### config.mk
export PLATFORM = sky130hd
export DESIGN_NAME = rank_filter_engine
export DESIGN_NICKNAME = d
export VERILOG_FILES = /design/src/rtl/rank_filter_pkg.sv /design/src/rtl/rank_sort_array.sv /design/src/rtl/rank_filter_engine.sv
export SDC_FILE = /design/constraint.sdc
export NUM_CORES = 1
export LEC_CHECK = 0
export CORE_MARGIN = 1
export CORE_UTILIZATION = 35
export DETAILED_ROUTE_END_ITERATION = 8
export RECOVER_POWER = 50
export SETUP_SLACK_MARGIN = 0.3
export SLEW_MARGIN = 20
export SYNTH_ARGS = -nofsm -noshare
export SYNTH_HDL_FRONTEND = slang
export SYNTH_SLANG_ARGS = --single-unit
### constraint.sdc
create_clock -name Clk -period 5.65 [get_ports Clk]
set_input_delay 1.13 -clock Clk [delete_from_list [all_inputs] [get_ports Clk]]
set_output_delay 1.13 -clock Clk [all_outputs]
set_load 0.1 [all_outputs]
### src/rtl/rank_filter_pkg.sv
// Shared constants for the rank filter engine: FSM state encodings and result mode selectors.
package rank_filter_pkg;

    localparam logic [2:0] S_IDLE  = 3'd0;
    localparam logic [2:0] S_REQ   = 3'd1;
    localparam logic [2:0] S_WAIT  = 3'd2;
    localparam logic [2:0] S_CAP   = 3'd3;
    localparam logic [2:0] S_CMP   = 3'd4;
    localparam logic [2:0] S_WRITE = 3'd5;
    localparam logic [2:0] S_FIN   = 3'd6;

    localparam logic [1:0] MODE_MEDIAN = 2'b00;
    localparam logic [1:0] MODE_MIN    = 2'b01;
    localparam logic [1:0] MODE_MAX    = 2'b10;
    localparam logic [1:0] MODE_RANK   = 2'b11;

endpackage

### src/rtl/rank_sort_array.sv
// Window register array: sample capture port, one compare-exchange per cycle, all entries tapped.
module rank_sort_array #(
    parameter int D_WIDTH = 8,
    parameter int R_WIDTH = 3
) (
    input  logic                                Clk,
    input  logic                                Rst,
    input  logic                                wr_en,
    input  logic [R_WIDTH-1:0]                  wr_idx,
    input  logic [D_WIDTH-1:0]                  wr_data,
    input  logic                                cx_en,
    input  logic [R_WIDTH-1:0]                  cx_l,
    input  logic [R_WIDTH-1:0]                  cx_k,
    output logic [2**R_WIDTH-1:0][D_WIDTH-1:0]  taps
);

    localparam int N = 2**R_WIDTH;

    logic [N-1:0][D_WIDTH-1:0] arr_q;

    // Unsigned compare; the swap happens in the same cycle the pair is examined.
    always_ff @(posedge Clk) begin
        if (Rst) begin
            arr_q <= '0;
        end else if (wr_en) begin
            arr_q[wr_idx] <= wr_data;
        end else if (cx_en && (arr_q[cx_l] > arr_q[cx_k])) begin
            arr_q[cx_l] <= arr_q[cx_k];
            arr_q[cx_k] <= arr_q[cx_l];
        end
    end

    assign taps = arr_q;

endmodule

### src/rtl/rank_filter_engine.sv
// Block rank filter: reads N-sample windows from memory A, sorts each in place and writes
// one rank statistic (median/min/max/rank-k) per window to the result memory.
module rank_filter_engine
    import rank_filter_pkg::*;
#(
    parameter int D_WIDTH = 8,
    parameter int A_WIDTH = 8,
    parameter int R_WIDTH = 3,
    parameter int RD_LAT  = 2
) (
    input  logic                       Clk,
    input  logic                       Rst,
    input  logic                       Go,
    input  logic [1:0]                 Mode,
    input  logic [R_WIDTH-1:0]         Rank,
    output logic [A_WIDTH-1:0]         A_Addr,
    input  logic [D_WIDTH-1:0]         A_Data,
    output logic                       A_RW,
    output logic                       A_EN,
    output logic [A_WIDTH-R_WIDTH-1:0] Out_Addr,
    output logic [D_WIDTH-1:0]         Out_Data,
    output logic                       Out_RW,
    output logic                       Out_EN,
    output logic                       Busy,
    output logic                       Done
);

    localparam int N     = 2**R_WIDTH;
    localparam int J_W   = A_WIDTH - R_WIDTH;
    localparam int WAIT_W = (RD_LAT > 2) ? $clog2(RD_LAT) : 1;

    logic [2:0]           state_q;
    logic [1:0]           mode_q;
    logic [R_WIDTH-1:0]   rank_q;
    logic [A_WIDTH-1:0]   i_q;
    logic [J_W-1:0]       j_q;
    logic [R_WIDTH-1:0]   m_q;
    logic [R_WIDTH-1:0]   l_q;
    logic [R_WIDTH-1:0]   k_q;
    logic [WAIT_W-1:0]    wait_q;

    logic [N-1:0][D_WIDTH-1:0] taps;
    logic [D_WIDTH:0]          median_sum;
    logic [D_WIDTH-1:0]        result;

    rank_sort_array #(
        .D_WIDTH (D_WIDTH),
        .R_WIDTH (R_WIDTH)
    ) u_sort (
        .Clk     (Clk),
        .Rst     (Rst),
        .wr_en   (state_q == S_CAP),
        .wr_idx  (m_q),
        .wr_data (A_Data),
        .cx_en   (state_q == S_CMP),
        .cx_l    (l_q),
        .cx_k    (k_q),
        .taps    (taps)
    );

    always_ff @(posedge Clk) begin
        if (Rst) begin
            state_q <= S_IDLE;
            mode_q  <= '0;
            rank_q  <= '0;
            i_q     <= '0;
            j_q     <= '0;
            m_q     <= '0;
            l_q     <= '0;
            k_q     <= '0;
            wait_q  <= '0;
        end else begin
            case (state_q)
                S_IDLE: begin
                    if (Go) begin
                        mode_q  <= Mode;
                        rank_q  <= Rank;
                        i_q     <= '0;
                        j_q     <= '0;
                        m_q     <= '0;
                        state_q <= S_REQ;
                    end
                end
                S_REQ: begin
                    wait_q  <= '0;
                    state_q <= (RD_LAT > 1) ? S_WAIT : S_CAP;
                end
                S_WAIT: begin
                    if (wait_q == WAIT_W'(RD_LAT - 2)) state_q <= S_CAP;
                    else wait_q <= wait_q + 1'b1;
                end
                S_CAP: begin
                    m_q <= m_q + 1'b1;
                    i_q <= i_q + 1'b1;
                    if (m_q == R_WIDTH'(N - 1)) begin
                        l_q     <= '0;
                        k_q     <= R_WIDTH'(1);
                        state_q <= S_CMP;
                    end else begin
                        state_q <= S_REQ;
                    end
                end
                S_CMP: begin
                    if (k_q == R_WIDTH'(N - 1)) begin
                        // Final pair (N-2, N-1) closes the N(N-1)/2 sweep.
                        if (l_q == R_WIDTH'(N - 2)) state_q <= S_WRITE;
                        l_q <= l_q + 1'b1;
                        k_q <= l_q + R_WIDTH'(2);
                    end else begin
                        k_q <= k_q + 1'b1;
                    end
                end
                S_WRITE: begin
                    j_q     <= j_q + 1'b1;
                    m_q     <= '0;
                    state_q <= (j_q == {J_W{1'b1}}) ? S_FIN : S_REQ;
                end
                S_FIN:   state_q <= S_IDLE;
                default: state_q <= S_IDLE;
            endcase
        end
    end

    // Extra carry bit keeps the two-sample sum from wrapping before the halving shift.
    always_comb begin
        median_sum = {1'b0, taps[N/2-1]} + {1'b0, taps[N/2]};
        result     = '0;
        case (mode_q)
            MODE_MEDIAN: result = median_sum[D_WIDTH:1];
            MODE_MIN:    result = taps[0];
            MODE_MAX:    result = taps[N-1];
            MODE_RANK:   result = taps[rank_q];
            default:     result = '0;
        endcase
    end

    always_comb begin
        A_RW     = 1'b0;
        A_EN     = (state_q == S_REQ);
        A_Addr   = (state_q == S_REQ) ? i_q : '0;
        Out_EN   = (state_q == S_WRITE);
        Out_RW   = (state_q == S_WRITE);
        Out_Addr = (state_q == S_WRITE) ? j_q : '0;
        Out_Data = (state_q == S_WRITE) ? result : '0;
        Done     = (state_q == S_FIN);
        Busy     = (state_q != S_IDLE);
    end

endmodule

; ---- Word-level counts from Yosys, hierarchy flattened
; Cells that the tools add are included.
[totals]
register_bits = 95
latchBits = 0
ramBits = 0
mem_bits_ro = 0
out_inout_bits = 27
word_cells = 113
mem_count = 0
[classes]
n_addsub = 8
n_mul = 0
div_mod_pow = 0
order_cmp = 8
eq_ne = 18
n_shift = 0
n_mux = 42
bitwise_logic = 0
reduce_logical = 20
[op_table]
columns = cell, n
row1 = 64-bit bitwise mux, 3
row2 = 64-bit two-way mux, 2
row3 = 8-bit binary-select mux with 3-bit select, 3
row4 = 8-bit demux with 3-bit select, 3
row5 = 8-bit two-way mux, 9
row6 = 3-bit two-way mux, 11
row7 = 8-bit one-hot mux with 4 select lines, 1
row8 = "3-bit equality test, second input constant", 6
row9 = 3-bit one-hot mux with 6 select lines, 1
row10 = "3-bit by 4-bit less-than comparator with 1-bit output, second input constant", 4
row11 = 8-bit one-hot mux with 2 select lines, 1
row12 = 3-bit one-hot mux with 2 select lines, 2
row13 = 5-bit two-way mux, 2
row14 = "2-bit != test, second input constant", 5
row15 = 5-bit one-hot mux with 2 select lines, 1
row16 = 2-bit AND reduction, 5
row17 = 2-bit nonzero test, 5
row18 = "3-bit by 1-bit adder with 3-bit output, second input constant", 3
row19 = 8-bit by 8-bit adder with 9-bit output, 1
row20 = "3-bit by 1-bit greater-or-equal comparator with 1-bit output, second input constant", 3
row21 = 3-bit one-hot mux with 3 select lines, 1
row22 = "8-bit by 1-bit adder with 8-bit output, second input constant", 1
row23 = 8-bit > comparator, 1
row24 = "3-bit by 2-bit equality test with 1-bit output, second input constant", 2
row25 = other kinds (15), 20

; ---- Depth between registers and ports, before layout
; Gate-level depths: netlist of run 1.
[logic_depth]
word_depth = 8
ltp_mapped = 16
ltp_nobuf = 12

; ---- By module
; Synthesis of run 1 repeated with hierarchy kept, for this count alone.
[hier_totals]
cells_unflattened = 981
hier_area_um2 = 7931.4
[by_module_without_submodules]
columns = module, instances, cells_per_inst, area_per_inst_um2, seq_area_each_um2
row1 = rank_sort_array, 1, 676, 5348.9, 1281.2
row2 = rank_filter_engine, 1, 305, 2582.5, 600.6

; ---- Worst setup path after synthesis of run 1
; OpenSTA, ideal clock, no wires.
[synth_path]
path_kind = flip-flop to output port
startpoint = register u_sort.arr_q (netlist bit u_sort.taps[32])
endpoint = output Out_Data[7]
t_arrival_ns = 3.715
required_time_ns = 4.520
path_slack_ns = 0.805
stages_incl_launch_ff = 9
path_buffers = 0
cell_sequence = dfxtp_1 and2_1 fa_1 a21o_1 a21oi_1 o21bai_1 a21oi_1 nand2b_1 a311oi_1
[synth_between]
elab_chain_cells = 3
[synth_lines]
columns = item, line_no
row1 = "start, declared", rank_sort_array.sv:19  ; logic [N-1:0][D_WIDTH-1:0] arr_q;
row2 = "start signal, assigned by index", rank_sort_array.sv:26  ; arr_q[wr_idx] <= wr_data;
row3 = "start signal, assigned by index", rank_sort_array.sv:28  ; arr_q[cx_l] <= arr_q[cx_k];
row4 = "start signal, assigned by index", rank_sort_array.sv:29  ; arr_q[cx_k] <= arr_q[cx_l];
row5 = 8-bit by 8-bit adder with 9-bit output, rank_filter_engine.sv:126  ; median_sum = {1'b0, taps[N/2-1]} + {1'b0, taps[N/2]};
row6 = 8-bit one-hot mux with 4 select lines, rank_filter_engine.sv:128  ; case (mode_q)
row7 = 8-bit two-way mux, rank_filter_engine.sv:144  ; Out_Data = (state_q == S_WRITE) ? result : '0;
row8 = "end, declared", rank_filter_engine.sv:21  ; output logic [D_WIDTH-1:0] Out_Data,
; Every way passes these cells.

; ---- Worst setup path after layout of run 1
[layout_path]
startpoint = register k_q[1]
endpoint = register u_sort.arr_q (netlist bit u_sort.taps[55])
[layout_between]
elab_chain_cells = 7
word_cells_on_any_way = 14
[layout_lines]
columns = item, line_no
row1 = "start, declared", rank_filter_engine.sv:39  ; logic [R_WIDTH-1:0] k_q;
row2 = "start signal, assigned", rank_filter_engine.sv:108  ; k_q <= l_q + R_WIDTH'(2);
row3 = "start signal, assigned", rank_filter_engine.sv:110  ; k_q <= k_q + 1'b1;
row4 = "parallel branches: the longest is 7 deep, another holds 8-bit > comparator", n/a
; Parallel ways; which one is timed is not known. The select of a mux whose other input is x is not followed.
; A chain may end at the register's enable or synchronous reset.

==> metrics.txt, run 1 <==
# TYPE chip_impl_metric gauge
chip_impl_info{name="run_status",value="finished with violations"} 1
chip_impl_info{name="failing_checks",value="capacitance limit, slew limit"} 1
chip_impl_metric{name="initial_utilization",unit=""} 0.359
chip_impl_metric{name="die_area",unit="sq mm"} 0.0223
chip_impl_metric{name="grt_max_degree",unit=""} 55
chip_impl_metric{name="power_density_over_the_cells",unit="mW/mm^2"} 196
chip_impl_metric{name="max_slew_margin",unit=""} -0.785
chip_impl_metric{name="slew_violations",unit=""} 97
chip_impl_info{name="ys.flop_type",value="sky130_fd_sc_hd__dfxtp_1"} 1
chip_impl_info{name="ctsRootBufferMaster",value="sky130_fd_sc_hd__clkbuf_16"} 1
chip_impl_metric{name="syn_inst",unit=""} 913
chip_impl_metric{name="grt_antenna_before_repair",unit=""} 0
chip_impl_metric{name="place.port_buffers",unit=""} 41
chip_impl_metric{name="core-area",unit="sq mm"} 0.0212
chip_impl_metric{name="htree_num_levels",unit=""} 3
chip_impl_metric{name="die_w",unit="um"} 149
chip_impl_metric{name="post-route-drc-count",unit=""} 0
chip_impl_info{name="whs_endpoint",value="j_q[4]"} 1
chip_impl_metric{name="timing_hold_violations_final",unit=""} 0
chip_impl_metric{name="first_global_vias",unit=""} 6700
chip_impl_metric{name="nNetsFinal",unit=""} 952
chip_impl_metric{name="slew_worst_pin",unit="ns"} 2.68
chip_impl_metric{name="ioPinCount",unit=""} 43
chip_impl_metric{name="fraction_of_the_cycle_the_final_worst_path_needs",unit=""} 0.845
chip_impl_metric{name="ff2ff_path_depth",unit=""} 12
chip_impl_info{name="r2r-start",value="k_q[1]"} 1
chip_impl_info{name="netlist_top_cells_count",value="163 x sky130_fd_sc_hd__nor2_1, 94 x sky130_fd_sc_hd__dfxtp_1, 74 x sky130_fd_sc_hd__a21oi_1"} 1
chip_impl_metric{name="cp.arrival",unit="ns"} 5.02
chip_impl_metric{name="via_total_after_detailed_routing",unit=""} 7390
chip_impl_metric{name="finalSetupViolations",unit=""} 0
chip_impl_metric{name="clockBufferDepth",unit=""} 2
chip_impl_metric{name="routed_wirelength",unit="um"} 25700
chip_impl_metric{name="layout.area.seq",unit="sq mm"} 0.00188
chip_impl_info{name="min-delay-path-class",value="register to register"} 1
chip_impl_info{name="rr_endpoint",value="u_sort.taps[55]"} 1
chip_impl_metric{name="clk_pin_slew",unit="ns"} 0.07
chip_impl_metric{name="post_route_cells_drive_above_1_share",unit=""} 0.118
chip_impl_metric{name="area.growth.synth_to_final",unit="%"} 9.63
chip_impl_metric{name="post-cts-setup-buffer-count",unit=""} 0
chip_impl_metric{name="timing.final.crit_period",unit="ns"} 4.78
chip_impl_metric{name="synth.cell_area",unit="sq mm"} 0.00758
chip_impl_info{name="post_synth_main_area_contributors",value="sky130_fd_sc_hd__dfxtp_1 25%, sky130_fd_sc_hd__mux4_2 9.5%, sky130_fd_sc_hd__nor2_1 8.1%, sky130_fd_sc_hd__a211oi_1 5.8%, sky130_fd_sc_hd__a21oi_1 4.9%"} 1
chip_impl_metric{name="final_antenna_net_count",unit=""} 0
chip_impl_metric{name="drt-pass1-iter-count",unit=""} 6
chip_impl_metric{name="route.detailed.vias_per_inst",unit=""} 6.23
chip_impl_info{name="hold_path_start",value="j_q[4]"} 1
chip_impl_metric{name="wire_per_inst",unit="um"} 21.6
chip_impl_metric{name="synthesis.nets",unit=""} 958
chip_impl_metric{name="fillers",unit=""} 2162
chip_impl_metric{name="vdd_drop_max",unit="uV"} 118
chip_impl_metric{name="worst_clock_skew",unit="ns"} 0.0130
chip_impl_metric{name="grt.total_usage",unit=""} 0.236
chip_impl_metric{name="drtIter0Drc",unit=""} 876
chip_impl_metric{name="placementRows",unit=""} 53
chip_impl_metric{name="cts_inserted_buffers",unit=""} 9
chip_impl_metric{name="hpwlAfterDp",unit="um"} 18900
chip_impl_info{name="worst_path_max_delay_cell",value="sky130_fd_sc_hd__dfxtp_1"} 1
chip_impl_metric{name="maxClockFrequency",unit="GHz"} 0.209
chip_impl_metric{name="synth.top_cell.area_share",unit=""} 0.248
chip_impl_metric{name="path_max_fanout",unit=""} 26
chip_impl_info{name="cp_common_cell",value="sky130_fd_sc_hd__nor2_1"} 1
chip_impl_metric{name="hold_buffers",unit=""} 0
chip_impl_info{name="rsz0062_at_grt",value="no"} 1
chip_impl_metric{name="clock_latency",unit="ns"} 0.36
chip_impl_metric{name="number_of_clock_sinks_seen_by_cts",unit=""} 94
chip_impl_metric{name="footprint_of_the_multi_input_gates",unit="sq mm"} 0.00518
chip_impl_metric{name="seq_area_frac_synth",unit=""} 0.248
chip_impl_metric{name="cap_violations",unit=""} 2
chip_impl_metric{name="global_route_wire_length_before_repair",unit="um"} 40200
chip_impl_metric{name="post_cts_resize_count",unit=""} 0
chip_impl_metric{name="worst_path_largest_cell_delay",unit="ns"} 1.11
chip_impl_info{name="tritoncts",value="yes"} 1
chip_impl_metric{name="finalSetupTns",unit="ns"} 0
chip_impl_metric{name="syn_avg_cell_area",unit="sq um"} 8.31
chip_impl_metric{name="number_of_enable_type_register_cells_in_the_synthesized_netlist",unit=""} 0
chip_impl_metric{name="place_congestion",unit=""} 0.940
chip_impl_metric{name="insertedDiodeCount",unit=""} 0
chip_impl_info{name="worstSetupPathType",value="register to register"} 1
chip_impl_metric{name="async_set_reset_flop_share_out_of_synthesis",unit=""} 0
chip_impl_metric{name="yosys_cell_types",unit=""} 68
chip_impl_metric{name="grt_overflow_total",unit=""} 0
chip_impl_info{name="setup.worst_path.start_class",value="register"} 1
chip_impl_metric{name="final.hold.worst_slack",unit="ns"} 0.499
chip_impl_metric{name="synth.ff_latch_count",unit=""} 94
chip_impl_metric{name="crit_required",unit="ns"} 5.90
chip_impl_metric{name="regToRegSetupSlack",unit="ns"} 0.87
chip_impl_metric{name="leakage",unit="nW"} 2.65
chip_impl_info{name="yosys.area.top_type",value="sky130_fd_sc_hd__dfxtp_1"} 1
chip_impl_info{name="yosysMostFrequentCell",value="sky130_fd_sc_hd__nor2_1"} 1
chip_impl_metric{name="hold_depth",unit=""} 2
chip_impl_info{name="critPathCaptureType",value="register"} 1
chip_impl_metric{name="yosysWarningCount",unit=""} 0
chip_impl_info{name="cp_cell_sequence",value="inv_1 -> nor2_1 -> a221oi_1 -> o21ai_2 -> inv_1 -> ha_1 -> nand2_1 -> o21ai_1 -> nor2_1 -> a21oi_1 -> nor2_1 -> a311oi_1"} 1
chip_impl_metric{name="die_h",unit="um"} 149
placed cells by master, fill, tap and decap left out, types with 7 or more instances in the layout:
master,synthesis,routed
sky130_fd_sc_hd__clkdlybuf4s50_1,0,27
sky130_fd_sc_hd__o21ai_0,19,19
sky130_fd_sc_hd__a31oi_1,7,7
sky130_fd_sc_hd__dlygate4sd3_1,0,8
sky130_fd_sc_hd__nand3b_1,8,8
sky130_fd_sc_hd__a221oi_1,29,29
sky130_fd_sc_hd__a22oi_1,14,14
sky130_fd_sc_hd__nor2_1,163,164
sky130_fd_sc_hd__inv_1,16,17
sky130_fd_sc_hd__mux2_2,13,13
sky130_fd_sc_hd__and2_1,15,14
sky130_fd_sc_hd__dfxtp_1,94,94
sky130_fd_sc_hd__o22ai_1,26,26
sky130_fd_sc_hd__a211oi_1,59,59
sky130_fd_sc_hd__mux4_2,32,32
sky130_fd_sc_hd__nand3_1,39,39
sky130_fd_sc_hd__a221oi_2,8,8
sky130_fd_sc_hd__buf_4,15,19
sky130_fd_sc_hd__nand2b_1,8,8
sky130_fd_sc_hd__nand2_1,46,46
sky130_fd_sc_hd__mux2i_1,22,22
sky130_fd_sc_hd__a311oi_1,12,12
sky130_fd_sc_hd__and3_1,17,17
sky130_fd_sc_hd__clkbuf_16,0,9
sky130_fd_sc_hd__a21oi_1,74,75
sky130_fd_sc_hd__ha_1,28,28
metrics by stage:
step | area (sq um) | power (W) | util | cells | setup slack, ns
floorplan | 7580 | 0.000899 | - | 913 | 0.805
global placement | 8030 | 0.000960 | 0.379 | 1171 | 1.37
detailed placement | 8030 | 0.000962 | 0.379 | 1171 | 1.29
CTS | 8350 | 0.00164 | 0.395 | 1187 | 0.867
global route | 8320 | 0.00169 | 0.393 | 1187 | 0.408
finish | 8320 | 0.00163 | 0.393 | 1187 | 0.873
layout make-up:
| class | count | area share |
|---|---|---|
| Inverter | 20 | 0.00903 |
| Clock buffer | 10 | 0.0275 |
| Multi-Input combinational cell | 724 | 0.624 |
| Timing Repair Buffer | 58 | 0.0611 |
| Sequential cell | 94 | 0.226 |
| Tap cell | 275 | 0.0414 |
| Clock inverter | 6 | 0.0111 |
worst max-delay path, delay by kind of cell, from the launching register on:
| kind | cells | cell delay (ns) |
|---|---|---|
| flops | 1 | 1.11 |
| buf+inv | 2 | 0.37 |
| simple gates | 4 | 0.52 |
| fa+ha+maj | 1 | 0.33 |
| compound gates | 5 | 2.32 |
worst max-delay path by stage:
stage                                from               to  slack, ns  cells after the start
final                              k_q[1]  u_sort.taps[55]       0.87                     12
after global routing               k_q[1]  u_sort.taps[55]       0.41                     12
after CTS                      state_q[0]      Out_Data[0]       0.87                      6
after detailed placement       state_q[0]      Out_Data[0]       1.29                      6
after global placement         state_q[0]      Out_Data[0]       1.37                      6
after floorplan           u_sort.taps[32]      Out_Data[7]       0.81                      8
sequential cells by signal, indices dropped and copies added, names as in the netlist:
signal / flops
j_q: 5
m_q: 3
i_q: 8
rank_q: 3
k_q: 3
u_sort.taps: 64
mode_q: 2
state_q: 3
l_q: 3
metal layers:
layer	wire length (um)	track usage
met2	11200	0.353
met5	0	0
met1	11400	0.336
met3	2670	0.0492
met4	498	0.0740
power by group:
group	switching [W]	total (W)	leakage, nW	internal (W)
clock network	0.000294	0.000685	0.150	0.000392
logic	0.000169	0.000249	1.75	0.0000800
registers	0.0000277	0.000699	0.758	0.000671
total	0.000491	0.00163	2.65	0.00114
cells by family after synthesis:
group,count (synthesis),synth area share
compound gates,292,0.281
fa+ha+maj,29,0.0488
buf+inv,95,0.0658
mux,70,0.149
flops,94,0.248
other cells,1,0.000494
xor+xnor,8,0.00924
simple gates,324,0.198
Note: power is estimated with default switching activity, not from simulation.
==> run 2: changes to the inputs <==
clock period = 5 ns   (was 5.65 ns; I/O delays follow)
==> run 2 against run 1 <==
The flow still finishes with violations (capacitance limit, slew limit). Critical path depth down 6. Worst setup slack worse by 0.33 ns. Clock power rose by 5.8%. Core utilization decreased by 0.28 points. First-iteration DRC count down 6.6%. Final cell count is essentially flat. Highest routed layer unchanged. Combinational power rose by 7%. Worst hold slack about the same. Sequential cell count is the same. Non-clock buffer count is 1 lower. Global-route usage fell by 0.37 points.
==> metrics.txt, run 2 (synthesized netlist as in run 1, its figures left out) <==
# TYPE chip_impl_metric gauge
chip_impl_metric{name="grt_overflow_total",unit=""} 0
chip_impl_metric{name="placementRows",unit=""} 53
chip_impl_metric{name="path_max_fanout",unit=""} 15
chip_impl_metric{name="dp_slack",unit="ns"} 0.885
chip_impl_info{name="cp-startpoint",value="state_q[0]"} 1
chip_impl_metric{name="critical_path_cell_count",unit=""} 6
chip_impl_metric{name="number_of_clock_sinks_seen_by_cts",unit=""} 94
chip_impl_metric{name="p_switching",unit="W"} 0.000535
chip_impl_metric{name="htree_num_levels",unit=""} 3
chip_impl_metric{name="routed_wirelength",unit="um"} 25700
chip_impl_metric{name="leakage",unit="nW"} 2.64
chip_impl_info{name="worst_path_max_delay_cell",value="sky130_fd_sc_hd__clkbuf_1"} 1
chip_impl_metric{name="die_h",unit="um"} 149
chip_impl_metric{name="initial_utilization",unit=""} 0.359
chip_impl_metric{name="netSwitchingFraction",unit=""} 0.300
chip_impl_metric{name="post-route-drc-count",unit=""} 0
chip_impl_metric{name="timing_hold_violations_final",unit=""} 0
chip_impl_metric{name="largest_register_ff_count",unit=""} 64
chip_impl_metric{name="final.hold.worst_slack",unit="ns"} 0.499
chip_impl_metric{name="slew_worst_pin",unit="ns"} 2.43
chip_impl_metric{name="place.port_buffers",unit=""} 41
chip_impl_info{name="rr_endpoint",value="u_sort.taps[63]"} 1
chip_impl_metric{name="area.growth.synth_to_final",unit="%"} 8.84
chip_impl_metric{name="wire_per_inst",unit="um"} 21.7
chip_impl_metric{name="ioPinCount",unit=""} 43
chip_impl_metric{name="post-cts-setup-buffer-count",unit=""} 0
chip_impl_metric{name="nNetsFinal",unit=""} 951
chip_impl_info{name="cp_top_family",value="buffers and inverters"} 1
chip_impl_metric{name="insertedDiodeCount",unit=""} 0
chip_impl_metric{name="place_congestion",unit=""} 0.933
chip_impl_metric{name="report.power.total",unit="W"} 0.00178
chip_impl_metric{name="crit_required",unit="ns"} 4.00
chip_impl_metric{name="maxClockFrequency",unit="GHz"} 0.224
chip_impl_metric{name="postLayoutCoreUtil",unit=""} 0.390
chip_impl_info{name="run_status",value="finished with violations"} 1
chip_impl_metric{name="first_global_vias",unit=""} 6552
chip_impl_info{name="termination_of_the_worst_setup_path",value="Out_Data[3]"} 1
chip_impl_metric{name="post_cts_resize_count",unit=""} 0
chip_impl_metric{name="comb_power_share",unit=""} 0.150
chip_impl_info{name="setup.worst_path.start_class",value="register"} 1
chip_impl_info{name="ctsRootBufferMaster",value="sky130_fd_sc_hd__clkbuf_16"} 1
chip_impl_metric{name="drt-pass1-iter-count",unit=""} 6
chip_impl_metric{name="worst_clock_skew",unit="ns"} 0.00778
chip_impl_metric{name="timing.final.crit_period",unit="ns"} 4.45
chip_impl_info{name="rsz0062_at_grt",value="no"} 1
chip_impl_metric{name="final_antenna_net_count",unit=""} 0
chip_impl_metric{name="die_w",unit="um"} 149
chip_impl_metric{name="post_route_cells_drive_above_1_share",unit=""} 0.125
chip_impl_metric{name="regToRegSetupSlack",unit="ns"} 0.71
chip_impl_metric{name="clockBufferDepth",unit=""} 2
chip_impl_metric{name="hold_depth",unit=""} 2
chip_impl_metric{name="total_buffers_and_inverters_traversed_by_the_critical_path",unit=""} 2
chip_impl_metric{name="power_frac_seq",unit=""} 0.444
chip_impl_info{name="failing_checks",value="capacitance limit, slew limit"} 1
chip_impl_info{name="mostFrequentLayoutCell",value="sky130_fd_sc_hd__nor2_1"} 1
chip_impl_metric{name="finalSetupViolations",unit=""} 0
chip_impl_metric{name="die_area",unit="sq mm"} 0.0223
chip_impl_metric{name="worst_slack",unit="ns"} 0.545
chip_impl_metric{name="via_total_after_detailed_routing",unit=""} 7397
chip_impl_info{name="worstSetupPathType",value="register to output port"} 1
chip_impl_metric{name="route.detailed.vias_per_inst",unit=""} 6.24
chip_impl_info{name="final_cell_mix",value="163 x sky130_fd_sc_hd__nor2_1, 94 x sky130_fd_sc_hd__dfxtp_1, 74 x sky130_fd_sc_hd__a21oi_1, 59 x sky130_fd_sc_hd__a211oi_1, 46 x sky130_fd_sc_hd__nand2_1"} 1
chip_impl_metric{name="worst_path_largest_cell_delay",unit="ns"} 0.87
chip_impl_metric{name="fraction_of_the_cycle_the_final_worst_path_needs",unit=""} 0.891
chip_impl_metric{name="grt_max_degree",unit=""} 53
chip_impl_info{name="cp_cell_sequence",value="nor2b_1 -> nand2_1 -> inv_1 -> nand2_1 -> a21oi_1 -> clkbuf_1"} 1
chip_impl_metric{name="max_slew_margin",unit=""} -0.619
chip_impl_metric{name="global_route_wire_length_before_repair",unit="um"} 39200
chip_impl_metric{name="grt.total_usage",unit=""} 0.232
chip_impl_info{name="tritoncts",value="yes"} 1
chip_impl_metric{name="clock_latency",unit="ns"} 0.36
chip_impl_metric{name="cts_inserted_buffers",unit=""} 9
chip_impl_metric{name="cap_violations",unit=""} 1
chip_impl_metric{name="vdd_drop_max",unit="uV"} 128
chip_impl_metric{name="clk_pin_slew",unit="ns"} 0.07
chip_impl_metric{name="hpwlAfterDp",unit="um"} 19100
chip_impl_metric{name="finalSetupTns",unit="ns"} 0
chip_impl_metric{name="grt_antenna_before_repair",unit=""} 0
chip_impl_metric{name="share_clk_of_total_power",unit=""} 0.406
chip_impl_info{name="r2r-start",value="k_q[1]"} 1
chip_impl_metric{name="hold_buffers",unit=""} 0
chip_impl_info{name="min-delay-path-class",value="register to register"} 1
chip_impl_info{name="critPathCaptureType",value="output port"} 1
chip_impl_metric{name="internal-power",unit="W"} 0.00125
chip_impl_metric{name="cp.arrival",unit="ns"} 3.45
chip_impl_metric{name="slew_violations",unit=""} 53
chip_impl_metric{name="drtIter0Drc",unit=""} 818
chip_impl_metric{name="power_density_over_the_cells",unit="mW/mm^2"} 216
chip_impl_info{name="cp_common_cell",value="sky130_fd_sc_hd__nand2_1"} 1
chip_impl_metric{name="ff2ff_path_depth",unit=""} 11
chip_impl_metric{name="core-area",unit="sq mm"} 0.0212
==> run 2: worst min path at each step <==
stage | from | endpoint | slack, ns
floorplan | j_q[3] | j_q[3] | 0.45
global placement | j_q[4] | j_q[4] | 0.48
detailed placement | j_q[4] | j_q[4] | 0.50
CTS | j_q[4] | j_q[4] | 0.51
global route | j_q[4] | j_q[4] | 0.52
finish | j_q[4] | j_q[4] | 0.50
==> run 2: per-layer routing <==
layer  part of all wire  vias up  global-route usage
met3              0.098       56              0.0526
met4              0.024        0              0.0770
li1                   -     3463                   -
met5                  0        -                   0
met2               0.43      386               0.345
met1               0.44     3492               0.328
==> run 2: through the flow <==
| stage | instances | area, sq um |
|---|---|---|
| 2_1_floorplan | 913 | 7590 |
| 3_3_place_gp | 1170 | 8010 |
| 3_5_place_dp | 1170 | 8010 |
| 4_1_cts | 1186 | 8310 |
| 5_1_grt | 1186 | 8260 |
| 6_report | 1186 | 8260 |
==> run 2: worst min-delay path, stage by stage, from the launching register on <==
cell and delay, ns:
sky130_fd_sc_hd__dfxtp_1 0.33, sky130_fd_sc_hd__nand3_1 0.07, sky130_fd_sc_hd__a21oi_1 0.06
==> run 2: cell type report <==
cell class	count	area [sq um]
fill	2158	12900
multi-input combinational	724	5180
sequential	94	1880
timing repair buffer	57	473
tap	275	344
clock buffer	11	243
inverter	20	75.1
clock inverter	5	58.8
==> run 2: power by group through the flow <==
stage	Sequential, W	Combinational [W]	Clock (W)
after floorplan	0.000781	0.000234	0
after global placement	0.000809	0.000274	0
after detailed placement	0.000809	0.000276	0
after CTS	0.000792	0.000277	0.000736
after global routing	0.000795	0.000288	0.000763
final	0.000792	0.000267	0.000725
==> run 3: changes to the inputs <==
HOLD_SLACK_MARGIN = 0.1   (was default)
==> results of run 3 <==
Final layout, timing and power as in run 2 (identical DEF).
